$ cat src/rtl/servile_wb_resp_if.sv
// Wishbone ext-bus bundle between the servile mux (master) and a responder (slave).
interface servile_wb_resp_if;
  logic [31:0] i_wb_adr;
  logic [31:0] i_wb_dat;
  logic [3:0]  i_wb_sel;
  logic        i_wb_we;
  logic        i_wb_stb;
  logic [31:0] o_wb_rdt;
  logic        o_wb_ack;

  modport slave (
    input  i_wb_adr, i_wb_dat, i_wb_sel, i_wb_we, i_wb_stb,
    output o_wb_rdt, o_wb_ack
  );

  modport master (
    output i_wb_adr, i_wb_dat, i_wb_sel, i_wb_we, i_wb_stb,
    input  o_wb_rdt, o_wb_ack
  );
endinterface

$ cat src/rtl/servile_wb_resp.sv
// Wishbone responder: DEPTH-word byte-writable bank behind a programmable wait-state FSM.
// Define SERVILE_WB_RESP_STRICT_EN to reject accesses with address bits [29:AW+2] set.
module servile_wb_resp #(
  parameter int DEPTH       = 16,
  parameter int WAIT_STATES = 2
) (
  input logic              i_clk,
  input logic              i_rst,
  servile_wb_resp_if.slave wb
);
  localparam int AW = $clog2(DEPTH);
  localparam logic [3:0] WAIT_LOAD = (WAIT_STATES > 0) ? 4'(WAIT_STATES - 1) : 4'd0;

  typedef enum logic [1:0] {
    ST_IDLE = 2'd0,
    ST_WAIT = 2'd1,
    ST_ACK  = 2'd2
  } state_t;

  state_t        state_reg;
  logic [3:0]    cnt_reg;
  logic [31:0]   rdt_reg;
  logic [31:0]   bank [DEPTH];

  logic [AW-1:0] idx;
  logic          in_range;
  logic          go_ack;
  logic          wr_en;
  logic [31:0]   lane_mask;
  logic          unused_adr;

  assign idx        = wb.i_wb_adr[AW+1:2];
  assign unused_adr = ^wb.i_wb_adr;

`ifdef SERVILE_WB_RESP_STRICT_EN
  // [31:30] carry the mux select and are deliberately not checked.
  assign in_range = ~|wb.i_wb_adr[29:AW+2];
`else
  assign in_range = 1'b1;
`endif

  // True on the edge that enters ACK; write commit and read capture both key off it.
  assign go_ack = wb.i_wb_stb &&
                  (((state_reg == ST_IDLE) && (WAIT_STATES == 0)) ||
                   ((state_reg == ST_WAIT) && (cnt_reg == 4'd0)));
  assign wr_en  = go_ack && wb.i_wb_we && in_range;

  genvar gi;
  generate
    for (gi = 0; gi < 4; gi++) begin : g_lane
      assign lane_mask[8*gi +: 8] = {8{wb.i_wb_sel[gi]}};
    end
  endgenerate

  always_ff @(posedge i_clk or posedge i_rst) begin
    if (i_rst) begin
      for (int i = 0; i < DEPTH; i++) begin
        bank[i] <= 32'h0;
      end
    end else if (wr_en) begin
      bank[idx] <= (bank[idx] & ~lane_mask) | (wb.i_wb_dat & lane_mask);
    end
  end

  always_ff @(posedge i_clk or posedge i_rst) begin
    if (i_rst) begin
      state_reg <= ST_IDLE;
      cnt_reg   <= 4'd0;
      rdt_reg   <= 32'h0;
    end else begin
      case (state_reg)
        ST_IDLE: begin
          if (wb.i_wb_stb) begin
            if (WAIT_STATES == 0) begin
              state_reg <= ST_ACK;
            end else begin
              cnt_reg   <= WAIT_LOAD;
              state_reg <= ST_WAIT;
            end
          end
        end
        ST_WAIT: begin
          if (!wb.i_wb_stb) begin
            state_reg <= ST_IDLE;
          end else if (cnt_reg == 4'd0) begin
            state_reg <= ST_ACK;
          end else begin
            cnt_reg <= cnt_reg - 4'd1;
          end
        end
        ST_ACK:  state_reg <= ST_IDLE;
        default: state_reg <= ST_IDLE;
      endcase

      if (go_ack && !wb.i_wb_we) begin
        rdt_reg <= in_range ? bank[idx] : 32'h0;
      end
    end
  end

  assign wb.o_wb_ack = (state_reg == ST_ACK);
  assign wb.o_wb_rdt = rdt_reg;
endmodule

$ cat src/flat_wrapper.sv
// flat-port wrapper written by rule: the top's interface ports become plain ports
module servile_wb_resp_flat 
#(
  parameter int DEPTH       = 16,
  parameter int WAIT_STATES = 2
)
  (i_clk, i_rst, wb_i_wb_adr, wb_i_wb_dat, wb_i_wb_sel, wb_i_wb_we, wb_i_wb_stb, wb_o_wb_rdt, wb_o_wb_ack);
  servile_wb_resp_if wb_i ();
  input logic i_clk;
  input logic i_rst;
  input wire logic [$bits(wb_i.i_wb_adr)-1:0] wb_i_wb_adr;
  input wire logic [$bits(wb_i.i_wb_dat)-1:0] wb_i_wb_dat;
  input wire logic [$bits(wb_i.i_wb_sel)-1:0] wb_i_wb_sel;
  input wire logic [$bits(wb_i.i_wb_we)-1:0] wb_i_wb_we;
  input wire logic [$bits(wb_i.i_wb_stb)-1:0] wb_i_wb_stb;
  output wire logic [$bits(wb_i.o_wb_rdt)-1:0] wb_o_wb_rdt;
  output wire logic [$bits(wb_i.o_wb_ack)-1:0] wb_o_wb_ack;
  assign wb_i.i_wb_adr = wb_i_wb_adr;
  assign wb_i.i_wb_dat = wb_i_wb_dat;
  assign wb_i.i_wb_sel = wb_i_wb_sel;
  assign wb_i.i_wb_we = wb_i_wb_we;
  assign wb_i.i_wb_stb = wb_i_wb_stb;
  assign wb_o_wb_rdt = wb_i.o_wb_rdt;
  assign wb_o_wb_ack = wb_i.o_wb_ack;
  servile_wb_resp #(.DEPTH(DEPTH), .WAIT_STATES(WAIT_STATES)) u_core (.i_clk(i_clk), .i_rst(i_rst), .wb(wb_i));
endmodule
$ cat config.mk
export PLATFORM = sky130hd
export DESIGN_NAME = servile_wb_resp_flat
export DESIGN_NICKNAME = d
export VERILOG_FILES = /design/src/rtl/servile_wb_resp_if.sv /design/src/rtl/servile_wb_resp.sv /design/src/flat_wrapper.sv
export SDC_FILE = /design/constraint.sdc
export NUM_CORES = 1
export LEC_CHECK = 0
export ABC_AREA = 0
export ABC_CLOCK_PERIOD_IN_PS = 21200
export BUFFER_PORTS_ARGS = -buffer_cell sky130_fd_sc_hd__buf_4
export CAP_MARGIN = 0
export CORE_UTILIZATION = 50
export CTS_BUF_LIST = sky130_fd_sc_hd__clkbuf_16
export CTS_CLUSTER_DIAMETER = 150
export CTS_CLUSTER_SIZE = 14
export DETAILED_ROUTE_END_ITERATION = 8
export GPL_ROUTABILITY_DRIVEN = 0
export MAX_ROUTING_LAYER = met4
export PLACE_DENSITY = 0.67
export SLEW_MARGIN = 10
export SYNTH_ARGS = -nofsm -noshare
export SYNTH_HDL_FRONTEND = slang
export SYNTH_SLANG_ARGS = --single-unit
$ cat constraint.sdc
create_clock -name i_clk -period 21.2 [get_ports i_clk]
set_input_delay 3.18 -clock i_clk [delete_from_list [all_inputs] [get_ports i_clk]]
set_output_delay 3.18 -clock i_clk [all_outputs]
set_load 0.1 [all_outputs]
Word level (Yosys, flattened, before mapping) --
Cells that the tools add are included. W data, S select, Z words.
Storage, ports and cells: flip-flop bits (word level) 550, word-level logic and storage cells 58, output and inout port bits 33, input port bits 72
Operators by class: equal/unequal tests 6, muxes and demuxes 14, add/subtract/negate cells 1, magnitude comparators 2, bitwise gates (word level) 5, reduce and logical (&&, ||, !) cells 11
Operator list (number):
- $bwmux W512 | 1
- $bmux W32 S4 | 1
- $demux W32 S4 | 1
- $mux W32 | 3
- $and A32 B32 Y32 | 2
- $not A32 Y32 | 1
- $or A32 B32 Y32 | 1
- $mux W4 | 3
- $pmux W4 S2 | 1
- $mux W2 | 3
- $ne A2 B2 Y1 const B | 3
- $ge A5 B5 Y1 const B | 1
- $logic_and A1 B1 Y1 | 5
- $lt A5 B1 Y1 const B | 1
- $not A4 Y5 | 1
- $logic_not A4 Y1 | 1
- $pmux W2 S2 | 1
- $reduce_and A4 Y1 | 1
- $sub A4 B1 Y4 const B | 1
- $ne A3 B3 Y1 const B | 1
- $eq A2 B1 Y1 const B | 1
- $eq A2 B2 Y1 const B | 1
- $logic_not A2 Y1 | 1
- $reduce_and A2 Y1 | 1
- 2 further kinds | 2

Depth between registers and ports, before layout --
depth after elaboration 7, mapped depth 8, mapped depth without buffers 6

Least setup slack after synthesis --
OpenSTA, ideal clock, no wires.
path kind flip-flop to output port, start point register u_core.state_reg[0], end point output wb_o_wb_ack, data arrival time 1777 ps, buffers on the path 0, required time 18020 ps, path slack 16243 ps, stages on the path, launching flop included 2, cells stage by stage dfrtp_1 > nor2b_1
On the way: word-level cells in the longest chain between the ends 1
RTL lines:
- start: declaration | RTL line servile_wb_resp.sv:20 | state_t state_reg;
- start signal: assignment | RTL line servile_wb_resp.sv:67 | state_reg <= ST_IDLE;
- start signal: assignment | RTL line servile_wb_resp.sv:75 | state_reg <= ST_ACK;
- start signal: assignment | RTL line servile_wb_resp.sv:78 | state_reg <= ST_WAIT;
- $eq A2 B2 Y1 | RTL line servile_wb_resp.sv:101 | assign wb.o_wb_ack = (state_reg == ST_ACK);
- end: declaration | RTL line flat_wrapper.sv:17 | output wire logic [$bits(wb_i.o_wb_ack)-1:0] wb_o_wb_ack;
Every way passes these cells.

Final worst setup path --
start point input wb_i_wb_adr[3], end point register u_core.bank[413] in the netlist's numbering
On the way: word-level cells in the longest chain between the ends 7, elaborated cells on any way between the ends 12, those cells by class order compare (2); mux (6); bitwise (3); reduce/logical (1)
RTL lines:
- start: declaration | RTL line flat_wrapper.sv:11 | input wire logic [$bits(wb_i.i_wb_adr)-1:0] wb_i_wb_adr;
- $not A4 Y5 (*) | RTL line servile_wb_resp.sv:61 | bank[idx] <= (bank[idx] & ~lane_mask) | (wb.i_wb_dat & lane_mask);
- $bmux W32 S4 | RTL line servile_wb_resp.sv:61
- $mux W32 (not written as such) (2 in series) | RTL line servile_wb_resp.sv:61
- $and A32 B32 Y32 | RTL line servile_wb_resp.sv:61
- $or A32 B32 Y32 | RTL line servile_wb_resp.sv:61
- $bwmux W512 (*) | RTL line servile_wb_resp.sv:61
- end signal: indexed assignment | RTL line servile_wb_resp.sv:61
- end: declaration | RTL line servile_wb_resp.sv:23 | logic [31:0] bank [DEPTH];
Mark *: on every way between the ends. The rest lies on a longest branch, timed or not. The select of a mux whose other input is x is not followed. A chain may end at the register's enable or synchronous reset.

==> out/metrics.cfg <==
[run_status]
status = completed

[synth]
synthCells = 2435
yosysWarnings = 0
synth_area_mm2 = 0.02481
synth.avg_cell_area_um2 = 10.19
ys_seq_elements = 550
syn_nets = 2508
synth_cell_types = 36
synth_seq_area_share = 0.5548

[clocking]
holdBufCountCts = 0
cts_buffers = 45
h-tree-depth = 2
cts_num_sinks = 550
cts_root_buf = clkbuf_16
clock_path_buffers = 3
cts-resized-gates = 0
path_clk_slew_ps = 60
clk_latency_ps = 580
post_cts_buffers = 0
cts_tree = yes

[sta]
whs_ps = 478.4
rsz0062_at_grt = no
timing.final.crit_period_ps = 6064
setup_violations = 0
finalMaxSlewViolations = 0
period_share = 0.2860
setup_tns_ps = 0
final.setup_skew_ps = 14.04
max_freq_mhz = 164.9
relSlewSlack = 0.1719
tightest_slew_ps = 1240
finalHoldViolations = 0

[critical_path]
worstSetupPathType = in -> reg
timing.rr.start = u_core.state_reg[1]
worstPathCellList = buf_8 -> buf_4 -> mux2i_1 -> a22oi_1 -> a32oi_1 -> o21ai_0
crit_slowest_cell = a32oi_1
cp_num_buf_inv = 2
cp_max_fo = 77
critPathMaxStageDelay_ps = 1030
endpoint_kind = register
crit_arrival_ps = 6460
cp-startpoint = wb_i_wb_adr[3]
crit_family = buffers and inverters
startpoint_type = input port
required_ps = 21600

[global_route]
first_global_vias = 18184
track_usage = 0.2773
grt_max_degree = 190
antenna_found_initial = 2
overflow = 0
grt_pass1_wl_mm = 104.5

[finish]
largest_register_ffs = 512
fillCellCount = 4238
nNetsFinal = 2460
drive_gt1_frac = 0.08079
syn_to_final_growth_pct = 8.418

[worst_hold_path]
hold_start = u_core.bank[504]
min_path_type = reg -> reg

[floorplan]
die_h_um = 224.7
die_w_um = 224.7
std_cell_rows = 81
num_io_pins = 105
dieArea_mm2 = 0.05051
coreArea_mm2 = 0.04895
initial_utilization = 0.5068

[power]
vdd_drop_max_mv = 0.1250
power_frac_seq = 0.479
swShare = 0.3443
power_density_mw_per_mm2 = 102.8
p_leak_nw = 12.17
p_sw_w = 0.0009517
pwr-share-comb = 0.248
power_frac_clock = 0.273
p_int_w = 0.001813

[route]
wl_per_cell_um = 21.94
first_pass_iters = 8
drt_wl_total_mm = 67.03
viasPerCell = 6.193
dr_total_vias = 18919
ant_nets = 0
drtIter0Drc = 1712
drc = 0

[flow_run]
maxCapViolations = 0

[placement]
hpwlAfterDp_mm = 36.09
io_buffers = 76

-- layout by cell type (no fill, tap or decap), types with 3 or more instances in the layout --
cell / netlist / final
nand4_4: 0 / 4
a31oi_1: 288 / 288
a32oi_1: 29 / 29
nor2_1: 300 / 300
nand4b_1: 3 / 3
a22oi_1: 125 / 125
mux2i_1: 256 / 256
nor4_4: 8 / 8
a41oi_2: 0 / 3
clkbuf_4: 0 / 9
o21ai_0: 257 / 257
nand3b_1: 32 / 32
clkbuf_16: 0 / 47
nand4_1: 4 / 4
nand3_1: 66 / 66
buf_4: 16 / 106
nor2b_1: 9 / 7
and2_1: 4 / 3
dfrtp_1: 550 / 550
nand2_1: 263 / 263
-- cell families after synthesis --
kind of cell | synth area share
flip-flops | 0.5548
XOR/XNOR | 0.0007063
AO/OA/AOI/OAI | 0.1736
buffers and inverters | 0.03939
AND/OR/NAND/NOR | 0.1277
multiplexers | 0.1033
adder cells (fa/ha/maj) | 0.0005043
-- power by group through the flow --
stage                     clock network [W]  logic (W)  registers, W
after CTS                          0.000769   0.000684       0.00132
after floorplan                           0   0.000317       0.00153
after global routing               0.000809   0.000744       0.00134
final                              0.000754   0.000686       0.00132
after global placement                    0   0.000666       0.00133
after detailed placement                  0   0.000683       0.00134
-- final cells by class --
cell class	count	area [um2]	area share
flip-flops and latches	550	13760	0.5117
multi-input cells	1668	10160	0.3777
clock buffers	47	1176	0.04373
repair buffers	119	923.4	0.03433
well taps	664	830.8	0.03089
clock inverters	2	20.02	0.0007444
inverters	3	18.77	0.0006978
diodes	2	5.005	0.0001861
-- synthesized netlist by cell type --
cell type	n	area, um2
a22oi_1	125	938.4
a31oi_1	288	1802
a32oi_1	29	254.0
a41oi_1	3	26.28
and2_1	4	25.02
and3_1	2	12.51
and3b_1	2	17.52
buf_1	8	30.03
buf_2	81	405.4
buf_4	16	120.1
clkbuf_1	108	405.4
clkbuf_2	1	5.000
dfrtp_1	550	13760
ha_1	1	12.51
inv_1	3	11.26
mux2i_1	256	2562
nand2_1	263	987.2
nand2b_1	2	12.51
nand3_1	66	330.3
nand3_2	1	10.01
nand3b_1	32	240.2
nand4_1	4	25.02
nand4_2	4	50.05
nand4b_1	3	26.28
nand4bb_4	1	27.53
nor2_1	300	1126
nor2_2	1	6.260
nor2b_1	9	56.30
nor3_1	1	5.000
nor3_2	1	10.01
nor3b_1	1	7.510
nor4_4	8	170.2
nor4bb_1	1	10.01
o21ai_0	257	1286
or3b_4	1	11.26
xor2_1	2	17.52
-- per-layer routing --
| layer | track usage | vias up | wire, um |
|---|---|---|---|
| met5 | - | - | 0 |
| met4 | 0.09173 | 0 | 1738 |
| met3 | 0.03710 | 120 | 4022 |
| met2 | 0.4342 | 644 | 31720 |
| met1 | 0.3747 | 9509 | 29550 |
| li1 | - | 8646 | - |
-- tightest hold or removal path, cell delays in order (launching register included) --
cell	delay, ps
dfrtp_1	340
nand2_1	50
o21ai_0	60
-- metrics by stage --
| stage | worst slack, ps | instances | util | power, W | instance area [um2] |
|---|---|---|---|---|---|
| floorplan | 2643 | 2435 | - | 0.001849 | 24810 |
| global placement | 14640 | 2991 | 0.5225 | 0.001999 | 25580 |
| detailed placement | 14530 | 2991 | 0.5225 | 0.002025 | 25580 |
| CTS | 15140 | 3040 | 0.5469 | 0.002777 | 26770 |
| global route | 14860 | 3055 | 0.5494 | 0.002893 | 26890 |
| finish | 15140 | 3055 | 0.5494 | 0.002764 | 26890 |
-- worst paths after layout --
path | slack, ps | depth (start not counted) | to
hold reg to reg | 480 | 2 | u_core.bank[504]
setup / recovery | 15140 | 6 | u_core.bank[413]
hold / removal | 480 | 2 | u_core.bank[504]
setup reg to reg | 18130 | 3 | u_core.bank[300]
max in group asynchronous | 16720 | 3 | u_core.bank[210]
min in group asynchronous | 2810 | 2 | u_core.bank[24]
No activity file was read; power rests on OpenSTA's default activity.
